--- config.mk ---
export PLATFORM = sky130hd
export DESIGN_NAME = pc_fetch_unit
export DESIGN_NICKNAME = d
export VERILOG_FILES = /design/src/rtl/pc_fetch_unit.sv
export SDC_FILE = /design/constraint.sdc
export NUM_CORES = 1
export LEC_CHECK = 0
export BUFFER_PORTS_ARGS = -buffer_cell sky130_fd_sc_hd__buf_2
export CAP_MARGIN = 20
export CELL_PAD_IN_SITES_DETAIL_PLACEMENT = 0
export CELL_PAD_IN_SITES_GLOBAL_PLACEMENT = 1
export CORE_AREA = 2 2 116 118
export CTS_BUF_LIST = sky130_fd_sc_hd__clkbuf_8 sky130_fd_sc_hd__clkbuf_16
export DETAILED_ROUTE_END_ITERATION = 10
export DIE_AREA = 0 0 118 120
export HOLD_SLACK_MARGIN = 0.1
export PLACE_DENSITY_LB_ADDON = 0.1
export SYNTH_ARGS = -nofsm -noshare
export SYNTH_HDL_FRONTEND = slang
export SYNTH_SLANG_ARGS = --single-unit
--- constraint.sdc ---
create_clock -name clk -period 9.5 [get_ports clk]
set_clock_uncertainty 0.05 [all_clocks]
set_input_delay 0.475 -clock clk [delete_from_list [all_inputs] [get_ports clk]]
set_output_delay 0.475 -clock clk [all_outputs]
set_load 0.005 [all_outputs]
--- src/rtl/pc_fetch_unit.sv ---
// PC register and instruction-fetch sequencer: owns the architectural PC,
// runs the imem request handshake and picks the next PC (seq/branch/jump/jr).
module pc_fetch_unit #(
  parameter logic [31:0] RESET_PC = 32'h0000_0000
) (
  input  logic        clk,
  input  logic        reset,
  input  logic        stall,
  input  logic        branch_taken,
  input  logic [31:0] branch_offset,
  input  logic        jump,
  input  logic [31:0] jump_target,
  input  logic        jr,
  input  logic [31:0] jr_target,
  input  logic        halt,
  input  logic        imem_ack,
  output logic [31:0] pc,
  output logic [31:0] pc_plus4,
  output logic        imem_req,
  output logic [31:0] imem_addr,
  output logic        instr_valid,
  output logic        misaligned
);

  typedef enum logic [1:0] {RST_WAIT, FETCH, HOLD, HALTED} state_e;

  state_e      state_q;
  logic [31:0] pc_q;
  logic        vld_q;
  logic        mis_q;
  logic [31:0] npc_d;
  logic        upd;

  assign pc_plus4    = pc_q + 32'd4;
  assign pc          = pc_q;
  assign imem_addr   = pc_q;
  assign imem_req    = (state_q == FETCH);
  assign instr_valid = vld_q;
  assign misaligned  = mis_q;

  // An update fires on an unstalled, non-halting ack, or when a HOLD releases.
  assign upd = ((state_q == FETCH) && imem_ack && !halt && !stall) ||
               ((state_q == HOLD) && !stall);

  always_comb begin
    npc_d = pc_plus4;
    if (jr)                npc_d = jr_target;
    else if (jump)         npc_d = jump_target;
    else if (branch_taken) npc_d = pc_plus4 + (branch_offset << 2);
  end

  always_ff @(posedge clk or posedge reset) begin
    if (reset) begin
      state_q <= RST_WAIT;
      pc_q    <= RESET_PC;
      vld_q   <= 1'b0;
      mis_q   <= 1'b0;
    end else begin
      vld_q <= (state_q == FETCH) && imem_ack;
      case (state_q)
        RST_WAIT: state_q <= FETCH;
        FETCH: begin
          if (imem_ack && halt)       state_q <= HALTED;
          else if (imem_ack && stall) state_q <= HOLD;
        end
        default: ;
      endcase
      // A misaligned target freezes the PC and parks the unit until reset.
      if (upd) begin
        if (npc_d[1:0] != 2'b00) begin
          mis_q   <= 1'b1;
          state_q <= HALTED;
        end else begin
          pc_q    <= npc_d;
          state_q <= FETCH;
        end
      end
    end
  end

endmodule

# --- Word level (Yosys, flattened, before mapping) ---
# Index checks and enable logic that the tools add are counted.
totals:
  ff_bits: 36
  in_bits: 104
  out_inout_bits: 99
classes:
  add_sub_neg: 2
  eq_ne: 3
  muxes: 8
  bitwise: 1
  reduce_logical: 15
ops:
  columns: ["operator", "count"]
  rows:
  - ["$mux 32", 3]
  - ["$add 32x3->32 const B", 1]
  - ["$add 32x32->32", 1]
  - ["$mux 2", 4]
  - ["$logic_and 1x1->1", 6]
  - ["$reduce_and 2->1", 3]
  - ["$ne 4x1->1 const B", 1]
  - ["$pmux 2 s2", 1]
  - ["$reduce_bool 3->1", 1]
  - ["$eq 2x1->1 const B", 1]
  - ["$eq 2x2->1 const B", 1]
  - ["$logic_not 1->1", 2]
  - ["$logic_not 2->1", 1]
  - ["$reduce_bool 2->1", 1]
  - ["$logic_or 1x1->1", 1]
  - ["$not 1->1", 1]

# --- Logic depth before layout (Yosys ltp) ---
logic_depth:
  depth_word: 8
  ltp_mapped: 17

# --- Worst setup path after synthesis ---
# OpenSTA, ideal clock, no wires.
synth_path:
  kind: "register to register"
  from: "reg pc_q[2], in the netlist imem_addr[2]"
  to: "reg pc_q[31], in the netlist imem_addr[31]"
  setup_ns: 0.129
  t_arrival_ns: 3.375
  t_required_ns: 9.321
  path_slack_ns: 5.947
  path_stages_with_launch: 17
  n_path_buf: 0
  period_less_slack_ns: 3.553
  path_cell_list: "dfrtp_1 ha_1 nand4_1 nor2_2 nand3_2 nor2_1 xor2_1 ha_1 and2_1 a221oi_1 o21ai_0 a211oi_1 o21a_1 nand2_1 a211oi_1 xor2_1 o22ai_1"
synth_between:
  elab_chain_cells: 5
synth_rtl:
  columns: ["element", "line_no", "rtl"]
  rows:
  - ["from (decl)", "28", "logic [31:0] pc_q;"]
  - ["from (signal assigned)", "74", "pc_q <= npc_d;"]
  - ["$add 32x3->32", "34", "assign pc_plus4 = pc_q + 32'd4;"]
  - ["net pc_plus4[18]", "18", "output logic [31:0] pc_plus4,"]
  - ["$add 32x32->32", "49", "else if (branch_taken) npc_d = pc_plus4 + (branch_offset << 2);"]
  - ["$mux 32", "49", null]
  - ["$mux 32", "48", "else if (jump) npc_d = jump_target;"]
  - ["$mux 32", "47", "if (jr) npc_d = jr_target;"]
# The timed path passes the listed nets, and every way through them passes these cells.
# A chain may end at the register's enable or synchronous reset.

# --- Worst setup path after layout ---
layout_path:
  from: "reg pc_q[2], in the netlist imem_addr[2]"
  to: "reg pc_q[31], in the netlist imem_addr[31]"
layout_between:
  elab_chain_cells: 5
layout_rtl:
  columns: ["element", "line_no"]
  rows:
  - ["$add 32x3->32 *", "34"]
  - ["$add 32x32->32", "49"]
  - ["$mux 32 *", "49"]
  - ["$mux 32 *", "48"]
  - ["$mux 32 *", "47"]
# Every way passes the cells marked *; elsewhere a longest branch is shown, timed or not.

==> results.txt <==
Netlist Area Pre-Place -> 4710 um^2
P_sw -> 0.377 mW
Clock sink count -> 36
DR vias -> 5259
DRT iter0 DRCs -> 310
Rel. slew slack -> 42.9%
Fin Setup TNS -> 0 ns
RSZ-0062 raised after global routing -> false
Top Ports -> 203
Post-Route WL -> 17300 um
Most frequent cells after synthesis -> a21oi_1 (64), nor2_1 (59), nand2_1 (47)
Tmin final -> 4.62 ns
Min-Delay Path Class -> in -> async
Hold Vio Cnt, Final -> 0
Cts hold-fix bufs -> 0
Clock root cell -> clkbuf_16
Final net count -> 916
Dpl hpwl -> 13500 um
Die height -> 120 um
Post-CTS Resized -> 0
Die Wd -> 118 um
WP data arrival -> 4.73 ns
Syn nets -> 765
Global-route wire length before repair -> 27000 um
CTS buffer count -> 5
CTS tree -> built
Die area -> 14200 um^2
DR WL/cell -> 18.2 um
Yosys reg bits -> 36
Initial antenna violation count -> 1
Synth Flop Type -> dfrtp_1
Sequential Power Share -> 25.2%
Register area share after synthesis -> 19.1%
Worst Path Required -> 9.61 ns
Crit Path Max Fanout -> 7
P_int -> 0.499 mW
Ys async rst share -> 100%
DRT Pass-1 Iters -> 5
Smallest hold slack -> 0.261 ns
Run status -> finished, final reports clean
Rows -> 42
Final setup viols -> 0
Type of origin of the critical path -> flip-flop
Syn Area/Cell -> 7.54 um^2
Number of global-route vias before repair -> 5022
Via density per instance -> 5.52
Largest cells by area after synthesis -> dfrtp_1 (19%), ha_1 (9.6%), a21oi_1 (6.8%), buf_4 (5.4%), nor2_1 (4.7%)
Pins Over Slew Limit -> 0
Worst slew pin tran -> 0.857 ns
Cells after Synth -> 624
DRC viols -> 0
Fillers -> 1373
Layout cells sized above 1 -> 29.9%
Routed Antenna Nets -> 0
Gr ovfl total -> 0
Clock tree buffer depth -> 2
Synth unique cells -> 68
Synth top area share -> 19.1%
Switch share -> 43.1%
Initial Utilization -> 36.3%
H-tree Lvls -> 2
YS warnings -> 0
Part of the cycle the worst path needs -> 48.7%
Clk_lat worst skew -> 0.28 ns
Area leader, netlist -> dfrtp_1
CP Class -> reg -> reg
Clock share of power -> 20.1%
Post-CTS setup buffer count -> 0
IO buf count -> 200
Largest net degree at the start of global routing -> 47
Area Overhead vs Synth -> 22.3%
GPL Wtd Cong -> 0.878
Fmax -> 216 MHz
Max cap viols -> 0
GRT Util Overall -> 24.1%
Setup crit end kind -> flip-flop
Clock transition at path regs -> 0.06 ns
Number of synthesized flops with an enable pin -> 0
P per Cell Area -> 152 nW/um^2
Comb pwr share -> 54.8%
Core Region -> 13000 um^2
VDD IR max -> 0.0632 mV
Count leader, synth -> a21oi_1
LEAKAGE -> 2.94 nW
[worst max-delay path: stages (launching register included)]
cell	delay, ns
dfrtp_1	0.46
ha_1	0.25
nand4_1	0.19
nor2_2	0.35
nand3_2	0.20
nor2_1	0.16
xor2_1	0.34
ha_1	0.38
and2_1	0.23
a221oi_1	0.34
o21ai_0	0.19
a211oi_1	0.39
o21a_1	0.19
nand2_1	0.07
a211oi_1	0.43
xor2_1	0.19
o22ai_1	0.08
[logic make-up (layout without fill, tap and decap cells)]
logic type	after synthesis	after routing	share of synthesized area [%]
compound gates	198	198	27.1
xor+xnor	47	47	8.90
fa+ha+maj	37	37	9.99
buf+inv	78	229	9.20
flops	36	36	19.1
mux	8	8	1.70
other cells	0	1	0
simple gates	220	220	23.9
[stage by stage]
stage	cells	setup WS, ns	cell area [um^2]	total power [mW]	util (%)
2_1_floorplan	624	5.95	4710	0.551	-
3_3_place_gp	943	4.85	5590	0.696	43.1
3_5_place_dp	943	4.89	5590	0.700	43.1
4_1_cts	950	4.85	5740	0.880	44.3
5_1_grt	951	4.59	5760	0.944	44.3
6_report	952	4.88	5760	0.876	44.4
[state kept, by name, summed over array words and instances, names as in the netlist]
signal / flops
misaligned: 1
instr_valid: 1
imem_addr: 32
state_q: 2
[worst paths after layout]
kind                              start            end  slack (ns)  depth (start not counted)
min in group clk                  stall     state_q[0]        0.31                          2
setup / recovery           imem_addr[2]  imem_addr[31]        4.88                         16
setup reg to reg           imem_addr[2]  imem_addr[31]        4.88                         16
hold / removal                    reset    instr_valid        0.26                          3
max in group asynchronous         reset  imem_addr[16]        8.77                          3
hold reg to reg              misaligned     misaligned        0.42                          1
[area by class of cell]
class	count	area, um^2	share of cell area [%]
tap	176	220	3.82
inverter	17	63.8	1.11
multi-input combinational	510	3380	58.6
antenna	1	2.50	0.0435
clock buffer	7	153	2.65
sequential	36	901	15.6
timing repair buffer	205	1040	18.1
[power groups by stage]
stage               combinational, mW  sequential [mW]  clock [mW]
finish                          0.480            0.221       0.176
global route                    0.532            0.225       0.187
CTS                             0.479            0.220       0.180
detailed placement              0.477            0.222           0
global placement                0.476            0.220           0
floorplan                       0.337            0.213           0
[per-layer routing]
metal  vias up  routed length, um  global-route usage (%)
li1       2557                  -                       -
met1      2464               7820                    32.4
met2       212               8130                    40.3
met3        26               1080                    3.85
met4         0                309                    6.02
met5         -                  0                       0
[placed cells by master, fill, tap and decap left out, drive strengths merged, types with 8 or more instances in the layout]
cell type	instances
dfrtp	36
nand3	27
and2	9
buf	205
ha	36
inv	17
a211oi	10
nand2	48
o21ai	44
xor2	24
and3	21
a21o	15
a21oi	64
nor2	61
xnor2	23
mux2i	8
nand4	11
nor3	11
Power figures use the tool's default switching activity.
